===== src/rtl/fft_out_serializer_pkg.sv =====
// Shared FFT constants and the control-state encoding used by the FFT core and its output stage.
package fft_out_serializer_pkg;

  localparam int FFT_N    = 64;
  localparam int FFT_W    = 16;
  localparam int FFT_LOGN = $clog2(FFT_N);

  typedef enum logic [1:0] {
    ST_IDLE  = 2'd0,
    ST_FILL  = 2'd1,
    ST_DRAIN = 2'd2
  } fft_state_e;

endpackage


===== src/rtl/fft_out_serializer_bitrev.sv =====
// Combinational bit-reversal of an FFT index; shared with the FFT core.
module fft_bitrev
  import fft_out_serializer_pkg::*;
#(
  parameter int WIDTH = FFT_LOGN
) (
  input  logic [WIDTH-1:0] i_idx,
  output logic [WIDTH-1:0] o_idx
);

  always_comb begin
    o_idx = '0;
    for (int i = 0; i < WIDTH; i++) begin
      o_idx[i] = i_idx[WIDTH-1-i];
    end
  end

endmodule


===== src/rtl/fft_out_serializer.sv =====
// Collects N/2 sample pairs into a frame buffer, then streams the N samples out
// one per handshake, optionally in bit-reversed buffer order.
module fft_out_serializer
  import fft_out_serializer_pkg::*;
#(
  parameter int N      = FFT_N,
  parameter int W      = FFT_W,
  parameter bit BITREV = 1'b0
) (
  input  logic                  clk,
  input  logic                  nrst,
  input  logic                  pair_valid,
  input  logic signed [W-1:0]   re0,
  input  logic signed [W-1:0]   im0,
  input  logic signed [W-1:0]   re1,
  input  logic signed [W-1:0]   im1,
  output logic                  s_valid,
  input  logic                  s_ready,
  output logic signed [W-1:0]   s_re,
  output logic signed [W-1:0]   s_im,
  output logic [$clog2(N)-1:0]  s_index,
  output logic                  s_last,
  output logic                  busy,
  output logic                  ovf
);

  localparam int LOGN = $clog2(N);
  localparam int PCW  = LOGN - 1;

  fft_state_e              r_state;
  fft_state_e              w_next;
  logic [PCW-1:0]          r_pcnt;
  logic [LOGN-1:0]         r_rd;
  logic                    r_ovf;
  logic signed [W-1:0]     r_buf_re [N];
  logic signed [W-1:0]     r_buf_im [N];

  logic                    w_hs;
  logic                    w_hs_last;
  logic                    w_accept;
  logic                    w_drop;
  logic                    w_last_pair;
  logic [LOGN-1:0]         w_rev;
  logic [LOGN-1:0]         w_rd_addr;
  logic [LOGN-1:0]         w_wr_even;
  logic [LOGN-1:0]         w_wr_odd;

  fft_bitrev #(.WIDTH(LOGN)) u_bitrev (
    .i_idx (r_rd),
    .o_idx (w_rev)
  );

  assign w_last_pair = (r_pcnt == PCW'(N/2 - 1));
  assign w_wr_even   = {r_pcnt, 1'b0};
  assign w_wr_odd    = {r_pcnt, 1'b1};
  assign w_rd_addr   = BITREV ? w_rev : r_rd;

  always_ff @(posedge clk or negedge nrst) begin
    if (!nrst) begin
      r_state <= ST_IDLE;
    end else begin
      r_state <= w_next;
    end
  end

  // A pair arriving with the final handshake opens the next frame instead of being dropped.
  always_comb begin
    w_next = r_state;
    case (r_state)
      ST_IDLE:  if (w_accept) w_next = ST_FILL;
      ST_FILL:  if (w_accept && w_last_pair) w_next = ST_DRAIN;
      ST_DRAIN: if (w_hs_last) w_next = w_accept ? ST_FILL : ST_IDLE;
      default:  w_next = ST_IDLE;
    endcase
  end

  always_comb begin
    w_hs      = 1'b0;
    w_hs_last = 1'b0;
    w_accept  = 1'b0;
    w_drop    = 1'b0;
    case (r_state)
      ST_IDLE, ST_FILL: w_accept = pair_valid;
      ST_DRAIN: begin
        w_hs      = s_ready;
        w_hs_last = s_ready && (r_rd == LOGN'(N - 1));
        w_accept  = pair_valid && w_hs_last;
        w_drop    = pair_valid && !w_hs_last;
      end
      default: ;
    endcase
  end

  // Pair count and read index wrap naturally at the frame boundary.
  always_ff @(posedge clk or negedge nrst) begin
    if (!nrst) begin
      r_pcnt <= '0;
      r_rd   <= '0;
      r_ovf  <= 1'b0;
    end else begin
      if (w_accept) r_pcnt <= r_pcnt + 1'b1;
      if (w_hs)     r_rd   <= r_rd + 1'b1;
      if (w_drop)   r_ovf  <= 1'b1;
    end
  end

  always_ff @(posedge clk) begin
    if (w_accept) begin
      r_buf_re[w_wr_even] <= re0;
      r_buf_im[w_wr_even] <= im0;
      r_buf_re[w_wr_odd]  <= re1;
      r_buf_im[w_wr_odd]  <= im1;
    end
  end

  // Data outputs are gated by state so reset zeroes them without clearing the buffer.
  assign s_valid = (r_state == ST_DRAIN);
  assign busy    = (r_state != ST_IDLE);
  assign s_index = r_rd;
  assign s_last  = s_valid && (r_rd == LOGN'(N - 1));
  assign s_re    = s_valid ? r_buf_re[w_rd_addr] : '0;
  assign s_im    = s_valid ? r_buf_im[w_rd_addr] : '0;
  assign ovf     = r_ovf;

endmodule


===== config.mk =====
export PLATFORM = sky130hd
export DESIGN_NAME = fft_out_serializer
export DESIGN_NICKNAME = d
export VERILOG_FILES = /design/src/rtl/fft_out_serializer_pkg.sv /design/src/rtl/fft_out_serializer_bitrev.sv /design/src/rtl/fft_out_serializer.sv
export SDC_FILE = /design/constraint.sdc
export NUM_CORES = 2
export LEC_CHECK = 0
export CAP_MARGIN = 20
export CORE_MARGIN = 5
export CORE_UTILIZATION = 55
export CTS_CLUSTER_DIAMETER = 50
export CTS_CLUSTER_SIZE = 30
export DETAILED_ROUTE_END_ITERATION = 8
export PLACE_DENSITY = 0.71
export SETUP_SLACK_MARGIN = 0.02
export SLEW_MARGIN = 20
export SYNTH_ARGS = -nofsm -noshare
export SYNTH_HDL_FRONTEND = slang
export SYNTH_SLANG_ARGS = --single-unit

===== constraint.sdc =====
create_clock -name clk -period 6.9 [get_ports clk]
set_input_delay 1.035 -clock clk [delete_from_list [all_inputs] [get_ports clk]]
set_output_delay 1.035 -clock clk [all_outputs]
set_load 0.1 [all_outputs]

==> summary.md <==
| Metric | Value |
|---|---|
| Outcome | completed |
| Largest voltage drop on the vdd net | 0.2426 mV |
| EDFF count, synth | 2048 |
| Max Slew Vio Count | 0 |
| Clock insertion delay at the later pin of the skew report | 810 ps |
| Floorplan row count | 138 |
| Quantity of I/O buffers inserted on ports | 109 |
| Share of synthesized area occupied by flip-flops and latches | 78.66% |
| Tot GR Track Use | 25.08% |
| Die area | 150600 sq um |
| Vias in the first global route | 37670 |
| RR Startpoint | s_index[2] |
| Number of design-rule violations left by the first detailed-router iteration | 5296 |
| Net count reported at finish | 3729 |
| Final GP Congestion | 0.8013 |
| Total negative slack for setup checks | 0 ps |
| Worst Setup End Kind | primary output |
| Number of failing hold endpoints at the final stage | 0 |
| Share of cells above drive strength 1 | 26.67% |
| Count of state elements after synthesis | 2062 |
| Post-Syn Nets | 3534 |
| Post-synth top area share | 78.21% |
| Number of different library cells in the post-synthesis netlist | 53 |
| Placeable core area | 141800 sq um |
| Hold WC Path Type | reg -> reg |
| Die H | 388.1 microns |
| Wire length of the first global-routing pass | 271800 microns |
| Post-route clock skew | 36.08 ps |
| Reg-to-reg slack, setup | 1900 ps |
| Critical Path Start | s_index[2] |
| Critical path start-end classification | reg -> out |
| Synth Area per Inst | 22.73 sq um |
| Multi-input gate area in the final layout | 16000 sq um |
| Number of buffers inserted to repair setup after CTS | 0 |
| Total congestion overflow | 0 |
| Final antenna-violating net count | 0 |
| Buffer levels on the longest clock path | 3 |
| Cell chosen for the clock root | clkbuf_16 |
| Required time worst endpoint | 5860 ps |
| Relative slew slack | 20.36% |
| Hold path startpoint | ovf |
| Worst setup margin | 809.5 ps |
| Gate count after technology mapping | 3460 |
| Warnings from Yosys | 0 |
| Cell with the most instances after synthesis | edfxtp_1 |
| Post-CTS resize count | 0 |
| Die Width | 388.1 microns |
| H-Tree Level Count | 4 |
| Unrepaired setup endpoints after global routing | false |
| Final period util | 88.27% |
| Post-placement setup slack | 1685 ps |
| HPWL reported at the end of detailed placement | 105100 microns |
| DRC errors left | 0 |
| Starting density of the core | 55.47% |
| Setup-violating endpoint count in the final report | 0 |
| Worst Max-Slew Pin Slew | 1191 ps |
| Total detailed-routing wirelength | 189100 microns |
| Leakage power summed over all cells | 26.94 nW |
| Min Tclk post-route | 6091 ps |
| Crit path launch type | flip-flop |
| Clock buffer count from CTS | 150 |
| Largest area contributor in the synthesized netlist | edfxtp_1 |
| Detailed-routing iteration count for the pre-antenna-repair pass | 6 |
| Hold buffers post-CTS | 0 |
| Primary flip-flop cell chosen by synthesis mapping | edfxtp_1 |
| Async set or reset register ratio after synthesis | 0.6790% |
| Fillers | 9350 |
| Vias after detailed routing | 37750 |
| Ranking of synthesized cells by instance count | edfxtp_1 (2048), mux4_2 (480), mux2i_1 (124) |
| Total standard cell area after synthesis | 78630 sq um |
| Io pins | 110 |
| TritonCTS clock tree | done |
| Number of clock sinks seen by CTS | 2062 |
| Sequential Area | 61870 sq um |
| Initial antenna violation count | 15 |
| Pin count of the biggest net entering global routing | 91 |
| Average detailed-routed wire length per instance | 33.30 microns |
| Arrival time reported for the critical path endpoint | 5060 ps |
| Max-Cap Viols | 0 |
| Layout overhead on the synthesized area | 11.47% |
| Achievable clock frequency | 164.2 MHz |
| Areal power density over the cells | 295.6 nW/um^2 |
| Via density per instance | 6.650 |
| Cell types occupying the most area after synthesis | edfxtp_1 (78%), mux4_2 (14%), mux2i_1 (1.6%) |
| Maximum net fanout on the critical path | 26 |
| Clock-pin slew on the worst setup and hold paths | 80 ps |
-- flip-flops by register name (all words and copies together), names as in the netlist --
signal,count
r_pcnt,5
r_buf_re,1024
ovf,1
r_state,2
s_index,6
r_buf_im,1024
-- worst max-delay path, cell delays in order, from the launching register on --
cell and delay [ps]:
dfrtp_4 780, buf_4 370, and2_2 830, a2111oi_0 270
o32ai_1 670, clkdlybuf4s50_1 1260
-- cell type report --
type | instances | area share, %
Sequential cell | 2062 | 70.59
Clock buffer | 167 | 4.549
Timing Repair Buffer | 235 | 2.361
Inverter | 4 | 0.01998
Multi-Input combinational cell | 1202 | 18.25
Clock inverter | 113 | 1.522
Antenna cell | 4 | 0.01142
Tap cell | 1890 | 2.698
-- kinds of logic (layout without fill, tap and decap cells) --
family | Yosys count | in the layout | share of synthesized area, %
AO/OA/AOI/OAI | 271 | 271 | 2.563
XOR/XNOR | 8 | 8 | 0.08911
adder cells (fa/ha/maj) | 6 | 6 | 0.09547
buffers and inverters | 196 | 519 | 1.364
flip-flops | 2062 | 2062 | 78.66
multiplexers | 624 | 624 | 15.61
other | 0 | 4 | 0
AND/OR/NAND/NOR | 293 | 293 | 1.620
-- cell usage in the layout (no fill, tap or decap), drive strengths merged, types with 9 or more instances in the layout --
cell / count
a2111oi: 10
a211oi: 15
a21oi: 18
a221oi: 22
a22o: 22
a22oi: 24
a32o: 11
buf: 192
bufinv: 9
clkbuf: 167
clkdlybuf4s50: 43
clkinv: 39
dfrtp: 14
edfxtp: 2048
inv: 63
mux2: 20
mux2i: 124
mux4: 480
nand2: 94
nand3: 31
nand4: 10
nor2: 116
nor3: 10
o2111ai: 16
o21ai: 30
o21bai: 11
o221ai: 16
o22ai: 52
o32ai: 10
-- per-layer routing --
metal	track usage, %	wire length, microns
met1	36.78	73640
met2	39.53	92000
met3	5.247	19010
met4	6.279	4342
met5	0	68
-- metrics by stage --
stage	util, %	instance area (sq um)	hold WS [ps]	cells	total power, mW
after global placement	58.23	82550	453.1	5393	16.69
after global routing	61.83	87640	489.3	5674	26.68
final	61.83	87650	474.2	5677	25.91
after floorplan	-	78630	541.3	3460	15.92
after detailed placement	58.19	82490	464.3	5393	16.76
after CTS	61.95	87820	479.9	5673	26.06
-- power by group --
group | total (mW) | internal [mW] | switching [mW]
clock network | 9.45 | 4.77 | 4.68
logic | 1.70 | 0.503 | 1.19
registers | 14.8 | 14.6 | 0.180
total | 25.9 | 19.9 | 6.05
-- path summary, 6_finish.rpt --
check	endpoint	cells past startpoint
setup / recovery	s_re[10]	5
min in group asynchronous	s_index[2]	1
hold / removal	ovf	1
max in group asynchronous	s_index[0]	1
setup reg to reg	r_buf_im[11][9]	7
hold reg to reg	ovf	1
Power figures use the tool's default switching activity.
